$ cat src/rtl/shift_arb_pkg.sv
// Shared constants and FSM state type for the shift_arbiter slice.
package shift_arb_pkg;

  localparam int SHIFT_W = 32;
  localparam int AMT_W   = 5;
  localparam int CNT_W   = 16;

  typedef enum logic [1:0] {IDLE, SHIFT, RESP} shift_arb_state_t;

endpackage

$ cat src/rtl/barrel_shifter.sv
// Combinational 32-bit logical barrel shifter built from log2 stages; zero fill both ways.
module barrel_shifter (
  input  logic [31:0] a,
  input  logic [4:0]  shift_amount,
  input  logic        left,
  output logic [31:0] res
);

  logic [31:0] w_stage;

  always_comb begin
    w_stage = a;
    for (int i = 0; i < 5; i++) begin
      if (shift_amount[i]) begin
        w_stage = left ? (w_stage << (1 << i)) : (w_stage >> (1 << i));
      end
    end
    res = w_stage;
  end

endmodule

$ cat src/rtl/shift_arbiter.sv
// Round-robin arbiter sharing one barrel_shifter between NUM_REQ requesters.
// Optional per-requester saturating grant counters under SHIFT_ARB_STATS_EN.
module shift_arbiter
  import shift_arb_pkg::*;
#(
  parameter int NUM_REQ = 2,
  parameter int ID_W    = $clog2(NUM_REQ)
) (
  input  logic                       clk,
  input  logic                       rst_n,
  input  logic [NUM_REQ-1:0]         req_valid,
  output logic [NUM_REQ-1:0]         req_ready,
  input  logic [NUM_REQ*SHIFT_W-1:0] req_a,
  input  logic [NUM_REQ*AMT_W-1:0]   req_amt,
  input  logic [NUM_REQ-1:0]         req_left,
  output logic                       rsp_valid,
  input  logic                       rsp_ready,
  output logic [SHIFT_W-1:0]         rsp_res,
  output logic [ID_W-1:0]            rsp_id
`ifdef SHIFT_ARB_STATS_EN
  ,
  output logic [NUM_REQ*CNT_W-1:0]   grant_count
`endif
);

  shift_arb_state_t   r_state;
  logic [SHIFT_W-1:0] r_a;
  logic [AMT_W-1:0]   r_amt;
  logic               r_left;
  logic [ID_W-1:0]    r_op_id;
  logic [ID_W-1:0]    r_last;
  logic               r_rsp_valid;
  logic [SHIFT_W-1:0] r_rsp_res;
  logic [ID_W-1:0]    r_rsp_id;

  logic               w_any;
  logic               w_arb_en;
  logic               w_accept;
  logic [ID_W-1:0]    w_pick;
  logic [SHIFT_W-1:0] w_shift_res;

  // Scan from the farthest candidate to the nearest so the one right after `last` wins.
  function automatic logic [ID_W-1:0] rr_pick(input logic [NUM_REQ-1:0] valid,
                                              input logic [ID_W-1:0]    last);
    logic [ID_W-1:0] pick;
    int              idx;
    pick = last;
    for (int k = NUM_REQ; k >= 1; k--) begin
      idx = (int'(last) + k) % NUM_REQ;
      if (valid[idx]) pick = ID_W'(idx);
    end
    return pick;
  endfunction

  assign w_any    = |req_valid;
  assign w_arb_en = rst_n && ((r_state == IDLE) || ((r_state == RESP) && rsp_ready));
  assign w_accept = w_arb_en && w_any;
  assign w_pick   = rr_pick(req_valid, r_last);

  always_comb begin
    req_ready = '0;
    if (w_accept) req_ready[w_pick] = 1'b1;
  end

  barrel_shifter u_shifter (
    .a            (r_a),
    .shift_amount (r_amt),
    .left         (r_left),
    .res          (w_shift_res)
  );

  always_ff @(posedge clk or negedge rst_n) begin
    if (!rst_n) begin
      r_state     <= IDLE;
      r_a         <= '0;
      r_amt       <= '0;
      r_left      <= 1'b0;
      r_op_id     <= '0;
      r_last      <= ID_W'(NUM_REQ - 1);
      r_rsp_valid <= 1'b0;
      r_rsp_res   <= '0;
      r_rsp_id    <= '0;
    end else begin
      if (w_accept) begin
        r_a     <= req_a[w_pick*SHIFT_W +: SHIFT_W];
        r_amt   <= req_amt[w_pick*AMT_W +: AMT_W];
        r_left  <= req_left[w_pick];
        r_op_id <= w_pick;
        r_last  <= w_pick;
      end
      case (r_state)
        IDLE: begin
          if (w_accept) r_state <= SHIFT;
        end
        SHIFT: begin
          r_rsp_res   <= w_shift_res;
          r_rsp_id    <= r_op_id;
          r_rsp_valid <= 1'b1;
          r_state     <= RESP;
        end
        RESP: begin
          if (rsp_ready) begin
            r_rsp_valid <= 1'b0;
            r_state     <= w_accept ? SHIFT : IDLE;
          end
        end
        default: r_state <= IDLE;
      endcase
    end
  end

  assign rsp_valid = r_rsp_valid;
  assign rsp_res   = r_rsp_res;
  assign rsp_id    = r_rsp_id;

`ifdef SHIFT_ARB_STATS_EN
  logic [CNT_W-1:0] r_grant_cnt [NUM_REQ];

  always_ff @(posedge clk or negedge rst_n) begin
    if (!rst_n) begin
      for (int i = 0; i < NUM_REQ; i++) r_grant_cnt[i] <= '0;
    end else if (w_accept && (r_grant_cnt[w_pick] != '1)) begin
      r_grant_cnt[w_pick] <= r_grant_cnt[w_pick] + 1'b1;
    end
  end

  always_comb begin
    grant_count = '0;
    for (int i = 0; i < NUM_REQ; i++) grant_count[i*CNT_W +: CNT_W] = r_grant_cnt[i];
  end
`endif

endmodule

$ cat config.mk
export PLATFORM = sky130hd
export DESIGN_NAME = shift_arbiter
export DESIGN_NICKNAME = d
export VERILOG_FILES = /design/src/rtl/shift_arb_pkg.sv /design/src/rtl/barrel_shifter.sv /design/src/rtl/shift_arbiter.sv
export SDC_FILE = /design/constraint.sdc
export NUM_CORES = 1
export LEC_CHECK = 0
export ABC_AREA = 0
export CAP_MARGIN = 20
export CORE_MARGIN = 2
export CORE_UTILIZATION = 50
export DETAILED_ROUTE_END_ITERATION = 8
export PLACE_DENSITY = 0.72
export SYNTH_ARGS = -nofsm -noshare
export SYNTH_HDL_FRONTEND = slang
export SYNTH_SLANG_ARGS = --single-unit
export TNS_END_PERCENT = 5
$ cat constraint.sdc
create_clock -name clk -period 4.4 [get_ports clk]
set_input_delay 0.44 -clock clk [delete_from_list [all_inputs] [get_ports clk]]
set_output_delay 0.44 -clock clk [all_outputs]
set_load 0.005 [all_outputs]
==> results.md <==
* Status: finished, final reports clean
* GP Congestion at 1.068
* Yosys warns at 0
* Starting DRT DRC Count at 932
* Reg2reg end: rsp_res[3]
* Starting Density at 51.16%
* Most common cell in the netlist: mux2i_1
* Multi-input logic area at 0.004672 mm²
* Lkg Pwr at 3.350 nW
* Pwr Density at 675.8 mW/mm²
* Arr. time, crit path at 3.38 ns
* Top cells by count, synth: mux2i_1, nand2_1, o21ai_0
* Cell Area, Placed at 0.008175 mm²
* Setup WS pre-CTS at 1.364 ns
* Final Cell Area at 0.008464 mm²
* Int Power at 2.763 mW
* Fillers at 1288
* Slew headroom at 35.61%
* TNS Setup at 0 ns
* Worst Slack Setup Final at 1.260 ns
* Non-Filler Instances at 1133
* Largest net degree at the start of global routing at 84
* Fin. max-slew vios at 0
* Synth-to-Final Area Change at 19.65%
* IO buf count at 116
* Post-route ant nets at 0
* Final period util at 71.35%
* DR vias at 7715
* Die width at 122.9 µm
* Vias in the first global route at 7419
* RSZ-0062 raised after global routing: false
* Worst setup endpoint: rsp_res[3]
* Flop2flop setup slack at 1.26 ns
* Worst-margin pin slew at 0.9659 ns
* Crit path max fanout at 83
* Avg WL per Cell at 24.04 µm
* Logic pwr share at 62.6%
* Fraction of layout instances using a drive strength above 1 at 8.185%
* Critical path class: reg2reg
* H-tree levels at 3
* R2R cell count at 6
* Clock transition at path regs at 0.06 ns
* Layout Nets at 1029
* Sequential area share after synthesis at 26.90%
* CTS tree: done
* Cell taking the most area after synthesis: dfrtp_1
* P_sw at 2.957 mW
* Clk_lat worst skew at 0.36 ns
* Final count of negative-setup-slack endpoints at 0
* Rows at 43
* Via-to-Cell Ratio at 6.809
* Placed insts at 1116
* Clock network power share at 12.5%
* IO Pins at 117
* Top_reg_cell synth: dfrtp_1
* Worst setup SP type: flop
* Leading post-synthesis cells by cell area: dfrtp_1, mux2i_1, o21ai_0
* CP endpoint kind: flop
* FF-to-FF Start: r_amt[0]
* Final Hold Vio Count at 0
* Seq cells post-synth at 76
* CORE AREA at 0.01383 mm²
* GR Overflow Total at 0
* Cell area after synthesis at 0.007074 mm²
* CTS buffer count at 9
* Synth Area per Inst at 7.994 µm²
* Syn_nets at 966
* Switch share at 51.70%
* DRC at 0
* Setup repair bufs after CTS at 0
* Die Height at 122.9 µm
* Worst clock skew at 0.007154 ns
* Total inserted antenna cells at 0
* Final hold slack at 0.4163 ns
* Post-detail-place hpwl at 19740 µm
* Sequential cell area at 0.001908 mm²
* Clock sink count at 76
* Router iterations before antenna repair at 6
* Max-cap violations at 0
* Post-synth top area share at 26.53%
* Hold-fix buffers at CTS at 1
* First-pass GRT wire length at 41920 µm
* DRT Wirelength at 27240 µm
* Sequential share of power at 24.9%
* Max clock buf depth at 2
* Hold WC Path Type: in2async
* Yosys cell types at 68
* Min Clock Period, post-route at 3.140 ns
* Critical path origin: r_amt[0]
* Post-Synthesis Cells at 885
* Initial antenna violation count at 0
* Gr usage total at 36.66%
* Worst vdd ir at 432.2 µV
* Post-synth EDFFs at 0
* Async SR Flop Fraction at 100.0%
* DIE AREA at 0.01512 mm²
* Fmax at 318.5 MHz
* Worst Path Required at 4.64 ns
* CTS Root Cell: clkbuf_16
* Post-CTS sizing at 0
[critical path, stage by stage, from the launching register on]
cell and delay, ns:
dfrtp_4 1.05, buf_12 0.34, mux2_2 0.45, a221oi_2 0.50, mux4_2 0.33, nor3_1 0.05, a221o_1 0.28
[final cells by class]
cell class,instances,share of cell area [%]
Clock buffer,11,2.868
Clock inverter,5,0.4287
Inverter,11,0.4878
Multi-Input combinational cell,712,55.20
Sequential cell,76,22.54
Tap cell,180,2.661
Timing Repair Buffer,138,15.82
[power by group through the flow]
stage / Combinational (mW) / Sequential (mW) / Clock [mW]
5_1_grt: 3.79 / 1.46 / 0.755
3_3_place_gp: 3.44 / 1.41 / 0
6_report: 3.58 / 1.42 / 0.716
3_5_place_dp: 3.44 / 1.41 / 0
2_1_floorplan: 2.49 / 1.15 / 0
4_1_cts: 3.45 / 1.40 / 0.728
[metrics by stage]
stage	total power, mW	utilization [%]
after global routing	6.001	61.22
after global placement	4.856	59.13
after floorplan	3.633	-
after detailed placement	4.850	59.13
after CTS	5.583	61.22
final	5.720	61.22
[layer usage]
metal  share of wire (%)  up-vias  global-route usage, %
met5                   0        -                      0
met4                 5.3        0                  19.97
met1                  39     3605                  47.26
met3                  10      112                  7.657
met2                  45      561                  57.42
li1                    -     3437                      -
[sequential cells by signal, indices dropped and copies added (netlist names)]
register   flops
rsp_res       32
r_left         1
r_a           32
rsp_valid      1
rsp_id         1
r_state        2
r_op_id        1
r_last         1
r_amt          5
[placed cells by master, fill, tap and decap left out, types with 4 or more instances in the layout]
cell and count:
nand3_1 14, or2_2 5, inv_1 10, o221ai_1 9, o21ai_0 92, o31ai_1 8
a32oi_1 10, o21ai_1 9, nand4_1 6, a31oi_1 12, mux4_2 5, nor3_1 28
clkdlybuf4s50_1 115, clkbuf_16 9, a21oi_1 41, nand2_1 101, dfrtp_1 73, a211oi_1 26
a221o_1 4, nand3b_1 4, o211a_1 4, nor2b_1 6, o211ai_1 12, and2_1 6
o32ai_1 6, a22oi_1 13, mux2_2 8, o21a_1 4, buf_4 21, mux2i_1 108
nand2b_1 12, o22ai_1 18, a211oi_2 7, nor2_1 91
[worst min-delay path by stage]
stage | depth (start not counted) | slack (ns) | from | endpoint
floorplan | 0 | 0.14 | rst_n | r_a[0]
global placement | 1 | 0.25 | rst_n | r_a[9]
detailed placement | 1 | 0.25 | rst_n | r_a[9]
CTS | 2 | 0.42 | rst_n | r_a[9]
global route | 2 | 0.42 | rst_n | r_a[9]
finish | 2 | 0.42 | rst_n | r_a[9]
[logic make-up after synthesis]
kind of cell	after synthesis	synth area share, %
flops	76	26.90
mux	124	18.89
simple gates	286	18.11
buf+inv	97	7.464
compound gates	302	28.63
Note: power is estimated with default switching activity, not from simulation.
